[src/rtl/key_mux_debounce_pkg.sv]
// Shared types and default constants for the keypad channel selector/debouncer.
package key_mux_pkg;

  typedef enum logic {
    SETTLE = 1'b0,
    TRACK  = 1'b1
  } state_e;

  localparam int DEF_N_CH   = 12;
  localparam int DEF_SEL_W  = 4;
  localparam int DEF_DB_CNT = 4;

  // Default keypad layout: channels 0-9 are digits
  localparam int CH_SHARP = 10;
  localparam int CH_STAR  = 11;

endpackage

[src/rtl/key_mux_debounce_if.sv]
// Keypad-side bundle: raw key lines and select control in, clean level/pulse/status out.
interface key_mux_debounce_if
  import key_mux_pkg::*;
#(
  parameter int N_CH  = DEF_N_CH,
  parameter int SEL_W = DEF_SEL_W
);

  logic [N_CH-1:0]  d_in;
  logic [SEL_W-1:0] sel_in;
  logic             sel_load;
  logic             d_out;
  logic             d_rise;
  logic             sel_err;
  logic             settled;

  modport master (
    output d_in, sel_in, sel_load,
    input  d_out, d_rise, sel_err, settled
  );

  modport slave (
    input  d_in, sel_in, sel_load,
    output d_out, d_rise, sel_err, settled
  );

endinterface

[src/rtl/key_mux_debounce_debounce.sv]
// Single-bit stability counter: settles after a restart, then tracks level changes
// of the selected line and flags accepted rising edges.
module key_debounce
  import key_mux_pkg::*;
#(
  parameter int DB_CNT = DEF_DB_CNT
) (
  input  logic clk,
  input  logic rst_n,
  input  logic s_i,
  input  logic restart_i,
  input  logic track_i,
  output logic level_o,
  output logic rise_o,
  output logic done_o
);

  localparam int CNT_W = $clog2(DB_CNT + 1);
  localparam logic [CNT_W-1:0] LAST = CNT_W'(DB_CNT - 1);

  logic [CNT_W-1:0] cnt_q, cnt_d;
  logic             level_q, level_d;
  logic             rise_q, rise_d;

  always_comb begin
    cnt_d   = cnt_q;
    level_d = level_q;
    rise_d  = 1'b0;
    done_o  = 1'b0;
    if (restart_i) begin
      cnt_d   = '0;
      level_d = 1'b0;
    end else if (!track_i) begin
      // Settling exit adopts the current level silently, so a channel switch never fakes a press
      if (cnt_q == LAST) begin
        level_d = s_i;
        cnt_d   = '0;
        done_o  = 1'b1;
      end else begin
        cnt_d = cnt_q + CNT_W'(1);
      end
    end else if (s_i == level_q) begin
      cnt_d = '0;
    end else if (cnt_q == LAST) begin
      level_d = s_i;
      cnt_d   = '0;
      rise_d  = s_i;
    end else begin
      cnt_d = cnt_q + CNT_W'(1);
    end
  end

  always_ff @(posedge clk) begin
    if (!rst_n) begin
      cnt_q   <= '0;
      level_q <= 1'b0;
      rise_q  <= 1'b0;
    end else begin
      cnt_q   <= cnt_d;
      level_q <= level_d;
      rise_q  <= rise_d;
    end
  end

  assign level_o = level_q;
  assign rise_o  = rise_q;

endmodule

[src/rtl/key_mux_debounce.sv]
// Keypad front end: synchronises all key lines, selects one by a registered index
// and debounces it into a clean level plus a one-cycle press pulse.
module key_mux_debounce
  import key_mux_pkg::*;
#(
  parameter int N_CH   = DEF_N_CH,
  parameter int SEL_W  = DEF_SEL_W,
  parameter int DB_CNT = DEF_DB_CNT
) (
  input logic clk,
  input logic rst_n,
  key_mux_debounce_if.slave bus
);

  localparam logic [SEL_W:0] N_CH_EXT = (SEL_W + 1)'(N_CH);

  logic [N_CH-1:0]  sync1_q, sync2_q;
  logic [SEL_W-1:0] sel_q;
  logic             sel_err_q;
  state_e           state_q, state_d;
  logic             s;
  logic             track;
  logic             done;
  logic             level;
  logic             rise;

  always_ff @(posedge clk) begin
    if (!rst_n) begin
      sync1_q <= '0;
      sync2_q <= '0;
    end else begin
      sync1_q <= bus.d_in;
      sync2_q <= sync1_q;
    end
  end

  always_ff @(posedge clk) begin
    if (!rst_n) begin
      sel_q     <= '0;
      sel_err_q <= 1'b0;
    end else if (bus.sel_load) begin
      sel_q     <= bus.sel_in;
      sel_err_q <= ({1'b0, bus.sel_in} >= N_CH_EXT);
    end
  end

  // Compare-based mux: an out-of-range index simply matches no channel and yields 0
  always_comb begin
    s = 1'b0;
    for (int i = 0; i < N_CH; i++) begin
      if (sel_q == SEL_W'(i)) s = sync2_q[i];
    end
  end

  always_comb begin
    state_d = state_q;
    if (bus.sel_load) begin
      state_d = SETTLE;
    end else if (state_q == SETTLE && done) begin
      state_d = TRACK;
    end
  end

  always_ff @(posedge clk) begin
    if (!rst_n) state_q <= SETTLE;
    else        state_q <= state_d;
  end

  assign track = (state_q == TRACK);

  key_debounce #(
    .DB_CNT(DB_CNT)
  ) u_debounce (
    .clk      (clk),
    .rst_n    (rst_n),
    .s_i      (s),
    .restart_i(bus.sel_load),
    .track_i  (track),
    .level_o  (level),
    .rise_o   (rise),
    .done_o   (done)
  );

  assign bus.d_out   = level;
  assign bus.d_rise  = rise;
  assign bus.sel_err = sel_err_q;
  assign bus.settled = track;

endmodule

[src/flat_wrapper.sv]
// flat-port wrapper written by rule: the top's interface ports become plain ports
module key_mux_debounce_flat import key_mux_pkg::*;
#(
  parameter int N_CH   = DEF_N_CH,
  parameter int SEL_W  = DEF_SEL_W,
  parameter int DB_CNT = DEF_DB_CNT
)
  (clk, rst_n, bus_d_in, bus_sel_in, bus_sel_load, bus_d_out, bus_d_rise, bus_sel_err, bus_settled);
  key_mux_debounce_if #(.N_CH(N_CH), .SEL_W(SEL_W)) bus_i ();
  input logic clk;
  input logic rst_n;
  input wire logic [$bits(bus_i.d_in)-1:0] bus_d_in;
  input wire logic [$bits(bus_i.sel_in)-1:0] bus_sel_in;
  input wire logic [$bits(bus_i.sel_load)-1:0] bus_sel_load;
  output wire logic [$bits(bus_i.d_out)-1:0] bus_d_out;
  output wire logic [$bits(bus_i.d_rise)-1:0] bus_d_rise;
  output wire logic [$bits(bus_i.sel_err)-1:0] bus_sel_err;
  output wire logic [$bits(bus_i.settled)-1:0] bus_settled;
  assign bus_i.d_in = bus_d_in;
  assign bus_i.sel_in = bus_sel_in;
  assign bus_i.sel_load = bus_sel_load;
  assign bus_d_out = bus_i.d_out;
  assign bus_d_rise = bus_i.d_rise;
  assign bus_sel_err = bus_i.sel_err;
  assign bus_settled = bus_i.settled;
  key_mux_debounce #(.N_CH(N_CH), .SEL_W(SEL_W), .DB_CNT(DB_CNT)) u_core (.clk(clk), .rst_n(rst_n), .bus(bus_i));
endmodule
[config.mk]
export PLATFORM = sky130hd
export DESIGN_NAME = key_mux_debounce_flat
export DESIGN_NICKNAME = d
export VERILOG_FILES = /design/src/rtl/key_mux_debounce_pkg.sv /design/src/rtl/key_mux_debounce_if.sv /design/src/rtl/key_mux_debounce_debounce.sv /design/src/rtl/key_mux_debounce.sv /design/src/flat_wrapper.sv
export SDC_FILE = /design/constraint.sdc
export NUM_CORES = 1
export LEC_CHECK = 0
export BUFFER_PORTS_ARGS = -buffer_cell sky130_fd_sc_hd__buf_2
export CORE_MARGIN = 2
export CORE_UTILIZATION = 60
export CTS_BUF_LIST = sky130_fd_sc_hd__clkbuf_4 sky130_fd_sc_hd__clkbuf_8
export DETAILED_ROUTE_END_ITERATION = 8
export GPL_ROUTABILITY_DRIVEN = 0
export PLACE_DENSITY = 0.86
export SYNTH_ARGS = -nofsm -noshare
export SYNTH_HDL_FRONTEND = slang
export SYNTH_SLANG_ARGS = --single-unit
export TNS_END_PERCENT = 20
[constraint.sdc]
create_clock -name clk -period 3.6 [get_ports clk]
set_input_delay 0.18 -clock clk [delete_from_list [all_inputs] [get_ports clk]]
set_output_delay 0.18 -clock clk [all_outputs]
set_load 0.03 [all_outputs]
# Word level (Yosys, flattened, before mapping)
# Index checks and enable logic that the tools add are counted.
# word_totals
ff_bits	35
inputBits	19
# op_classes
addsub	1
magnitude_cmp	1
eq_ne	14
muxes	21
bitwise	3
reduce_logical	4
# ops
cell	n
1-bit two-way mux	18
4-bit by 3-bit == test with 1-bit output (second input constant)	4
4-bit == test (second input constant)	4
3-bit two-way mux	3
4-bit by 2-bit == test with 1-bit output (second input constant)	2
5-bit OR reduction	1
4-bit by 1-bit == test with 1-bit output (second input constant)	1
4-bit greater-or-equal comparator (second input constant)	1
4-bit logical NOT	1
3-bit by 1-bit adder with 3-bit output (second input constant)	1
3-bit by 2-bit == test with 1-bit output (second input constant)	1
1-bit NOT	3
2-bit != test (second input constant)	1
2-bit OR reduction	1
1-bit == test	1
1-bit logical AND	1

# Longest topological paths before layout
# depth
word_depth	16
ltp_mapped	5

# Hierarchy
# A second synthesis with hierarchy kept.
# unflattened
cells_unflattened	107
area_unflattened_um2	1197.4
# modules_own_cells
mod	instances	cells_per_inst	area_per_inst_um2	seq_area_each_um2
key_mux_debounce	1	86	997.2	600.6
key_debounce	1	21	200.2	100.1

# Least setup slack after synthesis
# OpenSTA, ideal clock, no wires.
# synth_path
path_type	reg2reg
from	reg u_core.sel_q[0]
to	reg u_core.u_debounce.cnt_q[0]
arrival_time_ns	1.395
t_required_ns	3.470
setup_slack_ns	2.075
stages_incl_launch_ff	6
n_path_buf	1
synth_period_minus_slack_ns	1.525
path_cell_list	dfxtp_1 > buf_6 > mux2_4 > o32a_4 > a31oi_1 > nor3_1
# synth_between
elab_chain_cells	16
# synth_lines
item	line	source
start: declaration	key_mux_debounce.sv:18	logic [SEL_W-1:0] sel_q;
start signal: assignment	key_mux_debounce.sv:42	sel_q <= bus.sel_in;
4-bit logical NOT	key_mux_debounce.sv:51	if (sel_q == SEL_W'(i)) s = sync2_q[i];
1-bit two-way mux (11 in series)	key_mux_debounce.sv:51	
1-bit two-way mux *	key_mux_debounce.sv:51	
1-bit == test *	key_mux_debounce_debounce.sv:42	end else if (s_i == level_q) begin
3-bit two-way mux *	key_mux_debounce_debounce.sv:42	
3-bit two-way mux *	key_mux_debounce_debounce.sv:33	end else if (!track_i) begin
end signal: assignment	key_mux_debounce_debounce.sv:59	cnt_q <= cnt_d;
end: declaration	key_mux_debounce_debounce.sv:21	logic [CNT_W-1:0] cnt_q, cnt_d;
# Every way passes the cells marked *; elsewhere a longest branch is shown, timed or not.
# A chain may end at the register's enable or synchronous reset.

# Worst setup path in the final report
# layout_path
from	reg u_core.sel_q[0]
to	reg u_core.u_debounce.cnt_q[1]
# The elaborated chain is that of the path after synthesis.

==> impl_metrics.toml <==
[layout]
layout.nets = 155
antenna_cells = 0
area_growth_pct = 14.08
drive_gt1_share_pct = 26.67
multi_input_area_um2 = 508.0
register_area_um2 = 700.7
fillCellCount = 158
fin_util_pct = 72.55

[critical_path]
cp-start-kind = "register"
crit_chain = "mux2_4 -> o32a_4 -> a31oi_1 -> nor3_1"
critPathArrivalTime_ns = 1.93
cp_top_family = "compound AO/OA/AOI/OAI gates"
timing.rr.start = "u_core.sel_q[0]"
worstPathRequired_ns = 3.81
worst-path-max-fanout = 7
r2r_slack_ns = 1.89
cp.depth = 4
criticalPathCategory = "reg2reg"
r2r_cells = 4
end_kind = "register"
cp_slowest_cell = "dfxtp_1"
max_stage_delay_ns = 0.52
r2r_end = "u_core.u_debounce.cnt_q[1]"
critPathBufInv = 0

[floorplan]
die_h_um = 49.37
initial_core_util_pct = 63.60
die_w_um = 49.37
core_um2 = 1942
io_pins = 23
dieArea_um2 = 2437
row_count = 16

[clock_network]
cts_tree = "done"
htree_levels = 2
cts-root-buf = "clkbuf_4"
cts_resized = 0
clock_latency_ns = 0.33
cts.clk_slew.worst_paths_ns = 0.09
cts.sinks = 35
clock_path_buffers = 2
cts_buffers = 5
post_cts_buffers = 0
cts_hold_buf = 0

[sta]
tightest_slew_ns = 0.3635
rsz0062_at_grt = "false"
drv_slew = 0
fin_crit_ns = 1.715
fin_ws_ns = 1.885
finalSetupViolations = 0
hold_violations = 0
period_share_pct = 47.64
fin_skew_ns = 0.002400
achievable-frequency_mhz = 583.1
max_slew_margin_pct = 75.76
setup_tns_ns = 0

[synth]
syn_inst = 111
seq_area_frac_synth_pct = 56.74
yosysWarningCount = 0
synth_seq_cells = 35
postSynthAreaPerCell_um2 = 11.13
synth_nets = 131
yosysUniqueCellTypes = 27
synth.cell_area_um2 = 1235

[min_path]
min_path_type = "in2reg"
min_from = "bus_d_in[6]"
min_to = "u_core.sync1_q[6]"
holdPathStages = 2

[pwr]
power_frac_comb_pct = 7.4
internal-power_uw = 522.3
p_sw_share_pct = 21.75
switchingPower_uw = 145.1
ir_drop_v = 0.0004524
seq_power_share_pct = 61.6
pwr-share-clk_pct = 31.0
p_per_area_nw_per_um2 = 473.7
leakage_uw = 0.0006086

[global_routing]
antenna_found_initial = 0
grt_pass1_wl_um = 3180
grt_pass1_vias = 791
grt_usage_pct = 18.03
grt_max_degree = 31
gr-total-overflow = 0

[detailed_routing]
wl_um = 1843
viasPerCell = 5.062
first_pass_iters = 5
vias = 820
post-route-drc-count = 0
detail_route.iter0.violations = 15
wire_per_inst_um = 11.38
antenna_left = 0

[outcome]
outcome = "completed"

[placed_design]
dp_slack_ns = 1.900
portBuffers = 22

[flow_run]
max_cap_violations = 0
==> worst max-delay path by stage <==
stage,startpoint,endpoint,slack [ns]
final,u_core.sel_q[0],u_core.u_debounce.cnt_q[1],1.89
after global routing,u_core.sel_q[0],u_core.u_debounce.cnt_q[0],1.78
after CTS,u_core.sel_q[0],u_core.u_debounce.cnt_q[1],1.89
after detailed placement,u_core.sel_q[0],u_core.u_debounce.cnt_q[1],1.90
after global placement,u_core.sel_q[0],u_core.u_debounce.cnt_q[0],1.96
after floorplan,u_core.sel_q[0],u_core.u_debounce.cnt_q[0],2.08
==> cells in the final DEF (no fill, tap or decap), types with 3 or more instances in the layout <==
cell type   n
dfxtp_1    35
nor2_1      3
nor2b_1     6
and2_1     24
mux2i_1     7
buf_2      22
clkbuf_4    5
nand2b_1    6
nand2_1     3
==> per-stage QoR <==
stage / instances / hold WS (ns) / power (µW) / instance area (µm²)
6_report: 162 / 0.05043 / 667.4 / 1409
5_1_grt: 162 / 0.03658 / 701.8 / 1409
4_1_cts: 162 / 0.03330 / 674.6 / 1409
3_3_place_gp: 155 / 0.3844 / 466.6 / 1353
3_5_place_dp: 155 / 0.3886 / 470.4 / 1353
2_1_floorplan: 111 / 0.3073 / 454.9 / 1235
==> registers in the layout (all words and copies together), names as in the netlist <==
register                   cells
u_core.bus.sel_err             1
u_core.bus.settled             1
u_core.sel_q                   4
u_core.sync1_q                12
u_core.sync2_q                12
u_core.u_debounce.cnt_q        3
u_core.u_debounce.level_o      1
u_core.u_debounce.rise_o       1
==> cell families after synthesis <==
group | synth area share, %
flops | 56.74
mux | 8.713
simple gates | 26.65
buf+inv | 2.127
compound gates | 4.762
fa+ha+maj | 1.013
==> cell usage after synthesis (all sizes together) <==
master   number  share of area (%)
or2           1               0.51
a21boi        1               0.61
o221ai        1               0.71
o32a          1                1.8
a2bb2oi       1               0.71
nand2         3               0.91
a31oi         1               0.51
and2         25                 13
nand4         1               0.51
clkbuf        4                1.2
nand2b        6                3.0
nor4          2                1.5
or3           2                1.0
and4          1               0.91
buf           1               0.91
mux2          3                3.0
nor3          2               0.81
a21oi         1               0.40
ha            1                1.0
nor2          3               0.91
dfxtp        35                 57
mux2i         7                5.7
nor2b         6                3.0
nand3         2               0.81
==> power groups by stage <==
stage	combinational [µW]	sequential [µW]	clock, µW
floorplan	37.0	418	0
finish	49.3	411	207
global placement	47.0	420	0
CTS	50.0	412	213
global route	55.0	413	233
detailed placement	49.7	421	0
==> final cells by class <==
type	count	share of cell area (%)
clock inverter	1	0.3552
sequential	35	49.73
tap	27	2.398
multi-input combinational	71	36.06
timing repair buffer	22	7.815
clock buffer	6	3.641
==> routing by layer <==
metal	share of wire, %	wire length, µm	global-route usage, %
met1	38	693	16.11
met2	55	1007	33.56
met3	5.9	108	7.669
met4	1.8	33	9.524
met5	0	0	0
Note: power is estimated with default switching activity, not from simulation.
